### src/rtl/ddr_queue_rd_engine.sv
// Turns {flag, queue, byte count} read requests into 4 KB-safe AXI4 read bursts over per-queue
// circular DDR regions and streams the data out. Optional rresp/rlast checking: RD_ENGINE_ERR_CHECK_EN.
`timescale 1ns/1ps
module ddr_queue_rd_engine #(
  parameter int          C_M_AXI_ADDR_WIDTH = 32,
  parameter int          C_M_AXI_DATA_WIDTH = 512,
  parameter int          P_DDR_LOCAL_QUEUE  = 4,
  parameter int          P_QUEUE_NUM        = 8,
  parameter int unsigned P_QUEUE_SIZE       = 32'h0008_0000,
  parameter int          P_MAX_BURST_LEN    = 64
) (
  input  logic                                      i_clk,
  input  logic                                      i_rst,
  input  logic                                      i_rd_flag,
  input  logic [P_DDR_LOCAL_QUEUE-1:0]              i_rd_queue,
  input  logic [C_M_AXI_ADDR_WIDTH-1:0]             i_rd_byte,
  input  logic                                      i_rd_byte_valid,
  output logic                                      o_rd_byte_ready,
  output logic                                      o_rd_queue_finish,
  output logic [C_M_AXI_ADDR_WIDTH-1:0]             o_m_axi_araddr,
  output logic [7:0]                                o_m_axi_arlen,
  output logic                                      o_m_axi_arvalid,
  input  logic                                      i_m_axi_arready,
  input  logic [C_M_AXI_DATA_WIDTH-1:0]             i_m_axi_rdata,
  input  logic [1:0]                                i_m_axi_rresp,
  input  logic                                      i_m_axi_rlast,
  input  logic                                      i_m_axi_rvalid,
  output logic                                      o_m_axi_rready,
  output logic [C_M_AXI_DATA_WIDTH-1:0]             o_axis_tdata,
  output logic                                      o_axis_tuser,
  output logic                                      o_axis_tlast,
  output logic                                      o_axis_tvalid,
  input  logic                                      i_axis_tready,
  output logic [P_QUEUE_NUM*C_M_AXI_ADDR_WIDTH-1:0] o_rd_ptr,
  output logic                                      o_rd_err
);
  localparam int AW  = C_M_AXI_ADDR_WIDTH;
  localparam int BPB = C_M_AXI_DATA_WIDTH / 8;
  localparam int SH  = $clog2(BPB);
  localparam int QW  = (P_QUEUE_NUM > 1) ? $clog2(P_QUEUE_NUM) : 1;
  localparam logic [AW-1:0] QSIZE = AW'(P_QUEUE_SIZE);
  localparam logic [AW-1:0] BPB_A = AW'(BPB);
  localparam logic [AW-1:0] MAXB  = AW'(P_MAX_BURST_LEN);

  typedef enum logic [2:0] {S_IDLE, S_CALC, S_AR, S_RDATA, S_FINISH} state_t;
  state_t state_reg, state_next;

  logic          flag_reg;
  logic [QW-1:0] queue_reg;
  logic [AW-1:0] beats_reg;
  logic [8:0]    burst_reg;
  logic [AW-1:0] araddr_reg;
  logic [7:0]    arlen_reg;
  logic [AW-1:0] queue_off [P_QUEUE_NUM];

  logic          accept, beat_fire, burst_end;
  logic [QW-1:0] queue_sel;
  logic [AW-1:0] req_beats, cur_off, calc_addr, to_end, to_4k, len;

  // Out-of-range queue indices fold onto the last region.
  always_comb begin
    if (32'(i_rd_queue) >= 32'(P_QUEUE_NUM)) queue_sel = QW'(P_QUEUE_NUM - 1);
    else                                     queue_sel = i_rd_queue[QW-1:0];
  end

  assign req_beats = (i_rd_byte >> SH) + AW'(|i_rd_byte[SH-1:0]);
  assign cur_off   = queue_off[queue_reg];
  assign calc_addr = AW'(queue_reg) * QSIZE + cur_off;
  assign to_end    = (QSIZE - cur_off) >> SH;
  assign to_4k     = (AW'(4096) - AW'(cur_off[11:0])) >> SH;

  always_comb begin
    len = beats_reg;
    if (MAXB < len)   len = MAXB;
    if (to_end < len) len = to_end;
    if (to_4k < len)  len = to_4k;
  end

  assign accept    = i_rd_byte_valid && o_rd_byte_ready;
  assign beat_fire = (state_reg == S_RDATA) && i_m_axi_rvalid && i_axis_tready;

  always_ff @(posedge i_clk) begin
    if (i_rst) state_reg <= S_IDLE;
    else       state_reg <= state_next;
  end

  // Zero-length requests still pass through CALC so every finish lands two cycles after accept.
  always_comb begin
    state_next        = state_reg;
    o_rd_byte_ready   = 1'b0;
    o_m_axi_arvalid   = 1'b0;
    o_m_axi_rready    = 1'b0;
    o_axis_tvalid     = 1'b0;
    o_axis_tlast      = 1'b0;
    o_axis_tdata      = '0;
    o_rd_queue_finish = 1'b0;
    case (state_reg)
      S_IDLE: begin
        o_rd_byte_ready = ~i_rst;
        if (i_rd_byte_valid && !i_rst) state_next = S_CALC;
      end
      S_CALC: state_next = (beats_reg == '0) ? S_FINISH : S_AR;
      S_AR: begin
        o_m_axi_arvalid = 1'b1;
        if (i_m_axi_arready) state_next = S_RDATA;
      end
      S_RDATA: begin
        o_m_axi_rready = i_axis_tready;
        o_axis_tvalid  = i_m_axi_rvalid;
        o_axis_tdata   = i_m_axi_rdata;
        o_axis_tlast   = i_m_axi_rvalid && (beats_reg == AW'(1));
        if (beat_fire && burst_end) state_next = (beats_reg == AW'(1)) ? S_FINISH : S_CALC;
      end
      S_FINISH: begin
        o_rd_queue_finish = 1'b1;
        state_next        = S_IDLE;
      end
      default: state_next = S_IDLE;
    endcase
  end

  always_ff @(posedge i_clk) begin
    if (i_rst) begin
      flag_reg   <= 1'b0;
      queue_reg  <= '0;
      beats_reg  <= '0;
      burst_reg  <= '0;
      araddr_reg <= '0;
      arlen_reg  <= '0;
    end else begin
      if (accept) begin
        flag_reg  <= i_rd_flag;
        queue_reg <= queue_sel;
        beats_reg <= req_beats;
      end
      if (state_reg == S_CALC && beats_reg != '0) begin
        araddr_reg <= calc_addr;
        arlen_reg  <= 8'(len - AW'(1));
        burst_reg  <= 9'(len);
      end
      if (beat_fire) begin
        beats_reg <= beats_reg - AW'(1);
        burst_reg <= burst_reg - 9'd1;
      end
    end
  end

  for (genvar gi = 0; gi < P_QUEUE_NUM; gi++) begin : g_queue
    logic [AW-1:0] ptr_reg;
    always_ff @(posedge i_clk) begin
      if (i_rst) ptr_reg <= '0;
      else if (beat_fire && (queue_reg == QW'(gi))) ptr_reg <= (ptr_reg + BPB_A) & (QSIZE - AW'(1));
    end
    assign queue_off[gi]           = ptr_reg;
    assign o_rd_ptr[gi*AW +: AW]   = ptr_reg;
  end

`ifdef RD_ENGINE_ERR_CHECK_EN
  logic err_reg;
  // Burst length is trusted over rlast; a disagreeing rlast only raises the error flag.
  assign burst_end = (burst_reg == 9'd1);
  always_ff @(posedge i_clk) begin
    if (i_rst) err_reg <= 1'b0;
    else if (beat_fire && ((i_m_axi_rresp != 2'b00) || (i_m_axi_rlast != (burst_reg == 9'd1))))
      err_reg <= 1'b1;
  end
  assign o_rd_err = err_reg;
`else
  logic unused_sigs;
  assign burst_end   = i_m_axi_rlast;
  assign unused_sigs = &{1'b0, i_m_axi_rresp, burst_reg};
  assign o_rd_err    = 1'b0;
`endif

  assign o_m_axi_araddr = araddr_reg;
  assign o_m_axi_arlen  = arlen_reg;
  assign o_axis_tuser   = flag_reg;
endmodule

### config.mk
export PLATFORM = sky130hd
export DESIGN_NAME = ddr_queue_rd_engine
export DESIGN_NICKNAME = d
export VERILOG_FILES = /design/src/rtl/ddr_queue_rd_engine.sv
export SDC_FILE = /design/constraint.sdc
export NUM_CORES = 1
export LEC_CHECK = 0
export ABC_AREA = 1
export CAP_MARGIN = 30
export CORE_AREA = 3 3 535 537
export DETAILED_ROUTE_END_ITERATION = 7
export DIE_AREA = 0 0 538 540
export GPL_ROUTABILITY_DRIVEN = 0
export GPL_TIMING_DRIVEN = 0
export PLACE_DENSITY_LB_ADDON = 0.05
export SKIP_CTS_REPAIR_TIMING = 1
export SLEW_MARGIN = 10
export SYNTH_ARGS = -nofsm -noshare
export SYNTH_HDL_FRONTEND = slang
export SYNTH_SLANG_ARGS = --single-unit
### constraint.sdc
create_clock -name i_clk -period 6.5 [get_ports i_clk]
set_clock_uncertainty 0.1 [all_clocks]
set_input_delay 0.65 -clock i_clk [delete_from_list [all_inputs] [get_ports i_clk]]
set_output_delay 0.65 -clock i_clk [all_outputs]
set_load 0.02 [all_outputs]
==> impl_metrics.env, run 1 <==
export IMPL_status="complete, no violations"
export IMPL_antenna_left=0
export IMPL_p_clk_frac=0.205
export IMPL_layout_common_cells="1201 x clkdlybuf4s50_1, 704 x inv_1, 698 x nor2_1, 210 x nand2_1, 190 x buf_4"
export IMPL_ir_drop_mv=0.2263
export IMPL_worstPathArrival_ps=6260
export IMPL_grt_max_degree=17
export IMPL_via_count=22220
export IMPL_final_core_util=0.1206
export IMPL_drc=0
export IMPL_grtUsageTotal=0.1414
export IMPL_worst_pin_slew_ps=901.7
export IMPL_cp_required_ps=6840
export IMPL_cp_slowest_cell="dfxtp_2"
export IMPL_swShare=0.4808
export IMPL_cp_max_fo=10
export IMPL_synth_top_area_share=0.2185
export IMPL_cap_violations=0
export IMPL_placed_area_sq_um=32990
export IMPL_vias_per_cell=2.804
export IMPL_ys_flop_type="dfxtp_1"
export IMPL_fp_row_count=195
export IMPL_pwr_share_comb=0.597
export IMPL_yosysTopAreaCell="dfxtp_1"
export IMPL_numCtsBuffers=17
export IMPL_rsz0062_at_grt="no"
export IMPL_dp_slack_ps=-690.7
export IMPL_hold_viol_final=0
export IMPL_die_area_sq_um=290500
export IMPL_ys_ff_latch=167
export IMPL_finalSetupTns_ps=0
export IMPL_fin_ws_ps=581.5
export IMPL_max_freq_ghz=0.1690
export IMPL_antenna_found_initial=201
export IMPL_startpoint_type="flop"
export IMPL_grt_pass1_vias=22280
export IMPL_cp_common_cell="nand2_1"
export IMPL_drive_gt1_frac=0.07920
export IMPL_wirelength_um=212700
export IMPL_p_leak_uw=0.01429
export IMPL_largest_reg_flops=104
export IMPL_nets=4732
export IMPL_maxSlewViolCount=0
export IMPL_syn_area_sq_um=15300
export IMPL_cts_max_level=4
export IMPL_clkSlewWorstSetupHoldPaths_ps=80
export IMPL_core_area_sq_um=282000
export IMPL_area_growth_pct=122.3
export IMPL_final_common_cell="clkdlybuf4s50_1"
export IMPL_clockBufferDepth=2
export IMPL_p_sw_uw=2925
export IMPL_die_h_um=540
export IMPL_critPathCaptureType="flop"
export IMPL_grt_pass1_wl_um=263200
export IMPL_tritoncts="built"
export IMPL_synthCells=2712
export IMPL_hold_class="reg -> reg"
export IMPL_synth_edf_count=0
export IMPL_portBuffers=1201
export IMPL_clkSinkCount=167
export IMPL_yosysSeqAreaShare=0.2185
export IMPL_timing_slew_headroom=0.3943
export IMPL_drt_pass1_iterations=5
export IMPL_ys_types=59
export IMPL_dieWidth_um=538
export IMPL_hpwlAfterDp_um=196200
export IMPL_yosys_top_cells_area="dfxtp_1 22%, inv_1 17%, nor2_1 17%"
export IMPL_final_area_sq_um=34030
export IMPL_clk_latency_ps=520
export IMPL_io_pins=1374
export IMPL_critPathKind="reg -> reg"
export IMPL_internal_power_uw=3158
export IMPL_avgSynthCellArea_sq_um=5.643
export IMPL_post_route_min_period_ps=5919
export IMPL_start_util=0.05426
export IMPL_powerDensity_nw_per_um2=178.8
export IMPL_synth_warnings=0
export IMPL_cpPeakStageDelay_ps=380
export IMPL_root_buffer="clkbuf_16"
export IMPL_drtIter0Drc=1082
export IMPL_setup_violations_final=0
export IMPL_wl_per_cell_um=26.85
export IMPL_gr_total_overflow=0
export IMPL_ys_async_sr_fraction=0
export IMPL_power_uw=6083
export IMPL_fin_crit_sh=0.9105
export IMPL_pwr_share_seq=0.198
==> area by class of cell <==
| cell class | instances | area [sq um] |
|---|---|---|
| Fill cell | 33180 | 248000 |
| Timing Repair Buffer | 1236 | 12460 |
| Multi-Input combinational cell | 1734 | 8401 |
| Tap cell | 3743 | 4683 |
| Sequential cell | 167 | 3348 |
| Inverter | 713 | 2688 |
| Buffer | 272 | 1739 |
| Clock buffer | 19 | 452.9 |
| Clock inverter | 13 | 191.4 |
| Antenna cell | 26 | 65.06 |
==> per-stage QoR <==
step                      hold slack (ps)  cells
after global routing                414.8   7899
after floorplan                     346.7   2886
after CTS                           394.1   7881
final                               388.2   7923
after detailed placement            379.8   7849
after global placement              372.6   7830
==> cells in the mapped netlist (5+ instances only) <==
master	instances
o221ai_1	14
a21oi_1	127
nor2_2	6
o22ai_1	11
clkbuf_1	89
xnor2_1	15
a211oi_1	7
nand2_1	213
o21ai_0	128
nand3_1	56
xor2_1	16
dfxtp_1	167
o211ai_1	11
nor3b_1	8
a31oi_1	5
nand2_2	11
ha_1	33
o21a_1	11
nor4_1	29
nand4_1	34
nor2_1	698
or2_2	5
buf_4	173
nor3_1	59
a22oi_1	12
inv_1	706
==> critical path: cells and delay by family, from the launching register on <==
family          cells  cell delay [ps]
simple gates       19             2000
buf+inv            11             1170
compound gates      5             1050
fa+ha+maj           4              870
flops               1              380
xor+xnor            1              240
==> logic make-up after synthesis <==
kind of cell	count (synthesis)	share of synthesized area
compound gates	363	0.1412
xor+xnor	34	0.02093
fa+ha+maj	33	0.02698
buf+inv	985	0.2862
flops	167	0.2185
mux	1	0.001472
other cells	2	0.0004907
simple gates	1127	0.3043
==> worst paths after layout <==
| path | start | to | slack (ps) | cells past startpoint |
|---|---|---|---|---|
| setup reg to reg | queue_reg[0]$_SDFFE_PP0P_ | o_m_axi_arlen[6]$_SDFFE_PP0P_ | 580 | 40 |
| setup / recovery | queue_reg[0]$_SDFFE_PP0P_ | o_m_axi_arlen[6]$_SDFFE_PP0P_ | 580 | 40 |
| hold / removal | beats_reg[31]$_SDFFE_PP0P_ | beats_reg[31]$_SDFFE_PP0P_ | 390 | 2 |
| hold reg to reg | beats_reg[31]$_SDFFE_PP0P_ | beats_reg[31]$_SDFFE_PP0P_ | 390 | 2 |
==> power groups by stage <==
stage / Combinational (uW) / Clock (uW) / Sequential (uW)
2_1_floorplan: 1680 / 0 / 1270
3_3_place_gp: 3680 / 0 / 1230
3_5_place_dp: 3690 / 0 / 1230
4_1_cts: 3700 / 1330 / 1210
5_1_grt: 3980 / 1340 / 1220
6_report: 3630 / 1250 / 1200
==> metal layers <==
metal | wire length, um | global-route usage | part of all wire | vias to the layer above
li1 | - | - | - | 10740
met1 | 73480 | 0.1368 | 0.35 | 10160
met2 | 114200 | 0.2706 | 0.54 | 763
met3 | 21240 | 0.07305 | 0.10 | 309
met4 | 2212 | 0.01606 | 0.010 | 254
met5 | 1633 | 0 | 0.0077 | -
No activity file was read; power rests on OpenSTA's default activity.
==> inputs of run 2 (changes only) <==
Settings changed: GPL_TIMING_DRIVEN 0 to default.
==> run 2 against run 1 <==
Effect of this change: global-route usage shrank 0.96 points; clock power shrank 9.6%; register-to-register slack gained 110 ps; cell count shrank 3.0%; critical path type unchanged; highest routed layer unchanged.
==> impl_metrics.env, run 2 (synthesis results as in run 1) <==
export IMPL_cp_max_fo=17
export IMPL_layout_common_cells="1201 x clkdlybuf4s50_1, 705 x inv_1, 698 x nor2_1, 213 x nand2_1, 176 x conb_1"
export IMPL_whs_endpoint="o_axis_tuser$_SDFFE_PP0P_"
export IMPL_status="complete, no violations"
export IMPL_clkSinkCount=167
export IMPL_grt_max_degree=80
export IMPL_io_pins=1374
export IMPL_portBuffers=1202
export IMPL_placed_area_sq_um=31420
export IMPL_clk_latency_ps=530
export IMPL_rsz0062_at_grt="no"
export IMPL_numCtsBuffers=17
export IMPL_wl_per_cell_um=25.87
export IMPL_antenna_found_initial=222
export IMPL_cap_violations=0
export IMPL_hold_viol_final=0
export IMPL_cts_max_level=4
export IMPL_layoutNonFillerInstCount=7682
export IMPL_via_count=21420
export IMPL_largest_reg_flops=104
export IMPL_finalSetupTns_ps=0
export IMPL_max_freq_ghz=0.1721
export IMPL_reg2reg_slack_ps=690
export IMPL_drtIter0Drc=1021
export IMPL_hpwlAfterDp_um=181500
export IMPL_p_leak_uw=0.01312
export IMPL_p_sw_uw=2746
export IMPL_grt_pass1_wl_um=247700
export IMPL_worst_pin_slew_ps=960.1
export IMPL_cpPeakStageDelay_ps=440
export IMPL_timing_slew_headroom=0.3540
export IMPL_gr_total_overflow=0
export IMPL_grtUsageTotal=0.1318
export IMPL_swShare=0.4844
export IMPL_critPathKind="reg -> reg"
export IMPL_worstPathArrival_ps=6160
export IMPL_fp_row_count=195
export IMPL_start_util=0.05426
export IMPL_die_h_um=540
export IMPL_p_clk_frac=0.199
export IMPL_cp_common_cell="nand2_1"
export IMPL_vias_per_cell=2.789
export IMPL_powerDensity_nw_per_um2=176.6
export IMPL_final_common_cell="clkdlybuf4s50_1"
export IMPL_r2r_end="o_m_axi_arlen[6]$_SDFFE_PP0P_"
export IMPL_critPathCaptureType="flop"
export IMPL_pwr_share_comb=0.587
export IMPL_pwr_share_seq=0.214
export IMPL_setup_violations_final=0
export IMPL_die_area_sq_um=290500
export IMPL_root_buffer="clkbuf_16"
export IMPL_final_area_sq_um=32090
export IMPL_area_growth_pct=109.7
export IMPL_grt_pass1_vias=21650
export IMPL_dieWidth_um=538
export IMPL_tritoncts="built"
export IMPL_antenna_left=0
export IMPL_dp_cells=7613
export IMPL_drc=0
export IMPL_hold_slack_ps=375.2
export IMPL_r2r_start="queue_reg[1]$_SDFFE_PP0P_"
export IMPL_fin_crit_sh=0.8939
export IMPL_power_uw=5668
export IMPL_maxSlewViolCount=0
export IMPL_startpoint_type="flop"
export IMPL_hold_depth=2
export IMPL_hold_path_startpoint="o_axis_tuser$_SDFFE_PP0P_"
export IMPL_drt_pass1_iterations=5
export IMPL_wirelength_um=198700
export IMPL_fillCellCount=33160
export IMPL_hold_class="reg -> reg"
export IMPL_core_area_sq_um=282000
export IMPL_cp_slowest_cell="dfxtp_2"
export IMPL_cp_required_ps=6850
export IMPL_clkSlewWorstSetupHoldPaths_ps=80
export IMPL_internal_power_uw=2923
export IMPL_post_route_min_period_ps=5810
export IMPL_nets=4480
export IMPL_drive_gt1_frac=0.03485
export IMPL_clockBufferDepth=2
export IMPL_worst_r2r_cell_count=37
export IMPL_ir_drop_mv=0.2384
==> run 2: cell count changes in the layout (fill, tap and decap cells not counted), sizes merged, moves of 3 or more <==
cell      before  now
clkinvlp       2    5
bufinv         4    1
diode         26   37
buf          218   55
clkbuf       108   19
==> run 2: how the worst max path moves through the flow <==
stage | startpoint | end
6_report | queue_reg[1]$_SDFFE_PP0P_ | o_m_axi_arlen[6]$_SDFFE_PP0P_
5_1_grt | queue_reg[0]$_SDFFE_PP0P_ | o_m_axi_arlen[6]$_SDFFE_PP0P_
4_1_cts | queue_reg[0]$_SDFFE_PP0P_ | o_m_axi_arlen[6]$_SDFFE_PP0P_
3_5_place_dp | queue_reg[0]$_SDFFE_PP0P_ | o_m_axi_arlen[6]$_SDFFE_PP0P_
2_1_floorplan | queue_reg[1]$_SDFFE_PP0P_ | o_m_axi_arlen[6]$_SDFFE_PP0P_
3_3_place_gp | queue_reg[0]$_SDFFE_PP0P_ | o_m_axi_arlen[6]$_SDFFE_PP0P_
==> run 2: cell type report <==
| cell class | instances | area [sq um] | share of cell area |
|---|---|---|---|
| Tap cell | 3743 | 4683 | 0.1459 |
| Sequential cell | 167 | 3348 | 0.1043 |
| Clock inverter | 13 | 133.9 | 0.004172 |
| Antenna cell | 37 | 92.59 | 0.002885 |
| Inverter | 713 | 2691 | 0.08387 |
| Timing Repair Buffer | 1256 | 12460 | 0.3884 |
| Clock buffer | 19 | 442.9 | 0.01380 |
| Multi-Input combinational cell | 1734 | 8234 | 0.2566 |
==> run 2: metrics by stage <==
step / utilization / setup WS [ps]
2_1_floorplan: - / 1319
3_3_place_gp: 0.1113 / 233.5
3_5_place_dp: 0.1114 / 266.4
4_1_cts: 0.1134 / 215.9
5_1_grt: 0.1135 / 107.6
6_report: 0.1138 / 689.9
==> run 2: worst max-delay path: cells and delay by family (launching register included) <==
family                   cells  cell delay, ps
AND/OR/NAND/NOR             18            1990
AO/OA/AOI/OAI                6            1320
adder cells (fa/ha/maj)      4             920
buffers and inverters        8             720
flip-flops                   1             440
XOR/XNOR                     1             240
==> run 2: metal layers <==
metal	global-route usage	share of wire	vias up	routed length [um]
li1	-	-	10220	-
met1	0.1258	0.34	9848	66810
met2	0.2482	0.53	771	105100
met3	0.07851	0.12	319	23780
met4	0.01153	0.0067	262	1341
met5	0	0.0087	-	1731
==> run 2: power groups by stage <==
stage                     Combinational (uW)  Clock [uW]  Sequential [uW]
final                                   3330        1130             1210
after floorplan                         1680           0             1270
after global placement                  3470           0             1240
after global routing                    3660        1250             1230
after detailed placement                3460           0             1240
after CTS                               3470        1230             1220
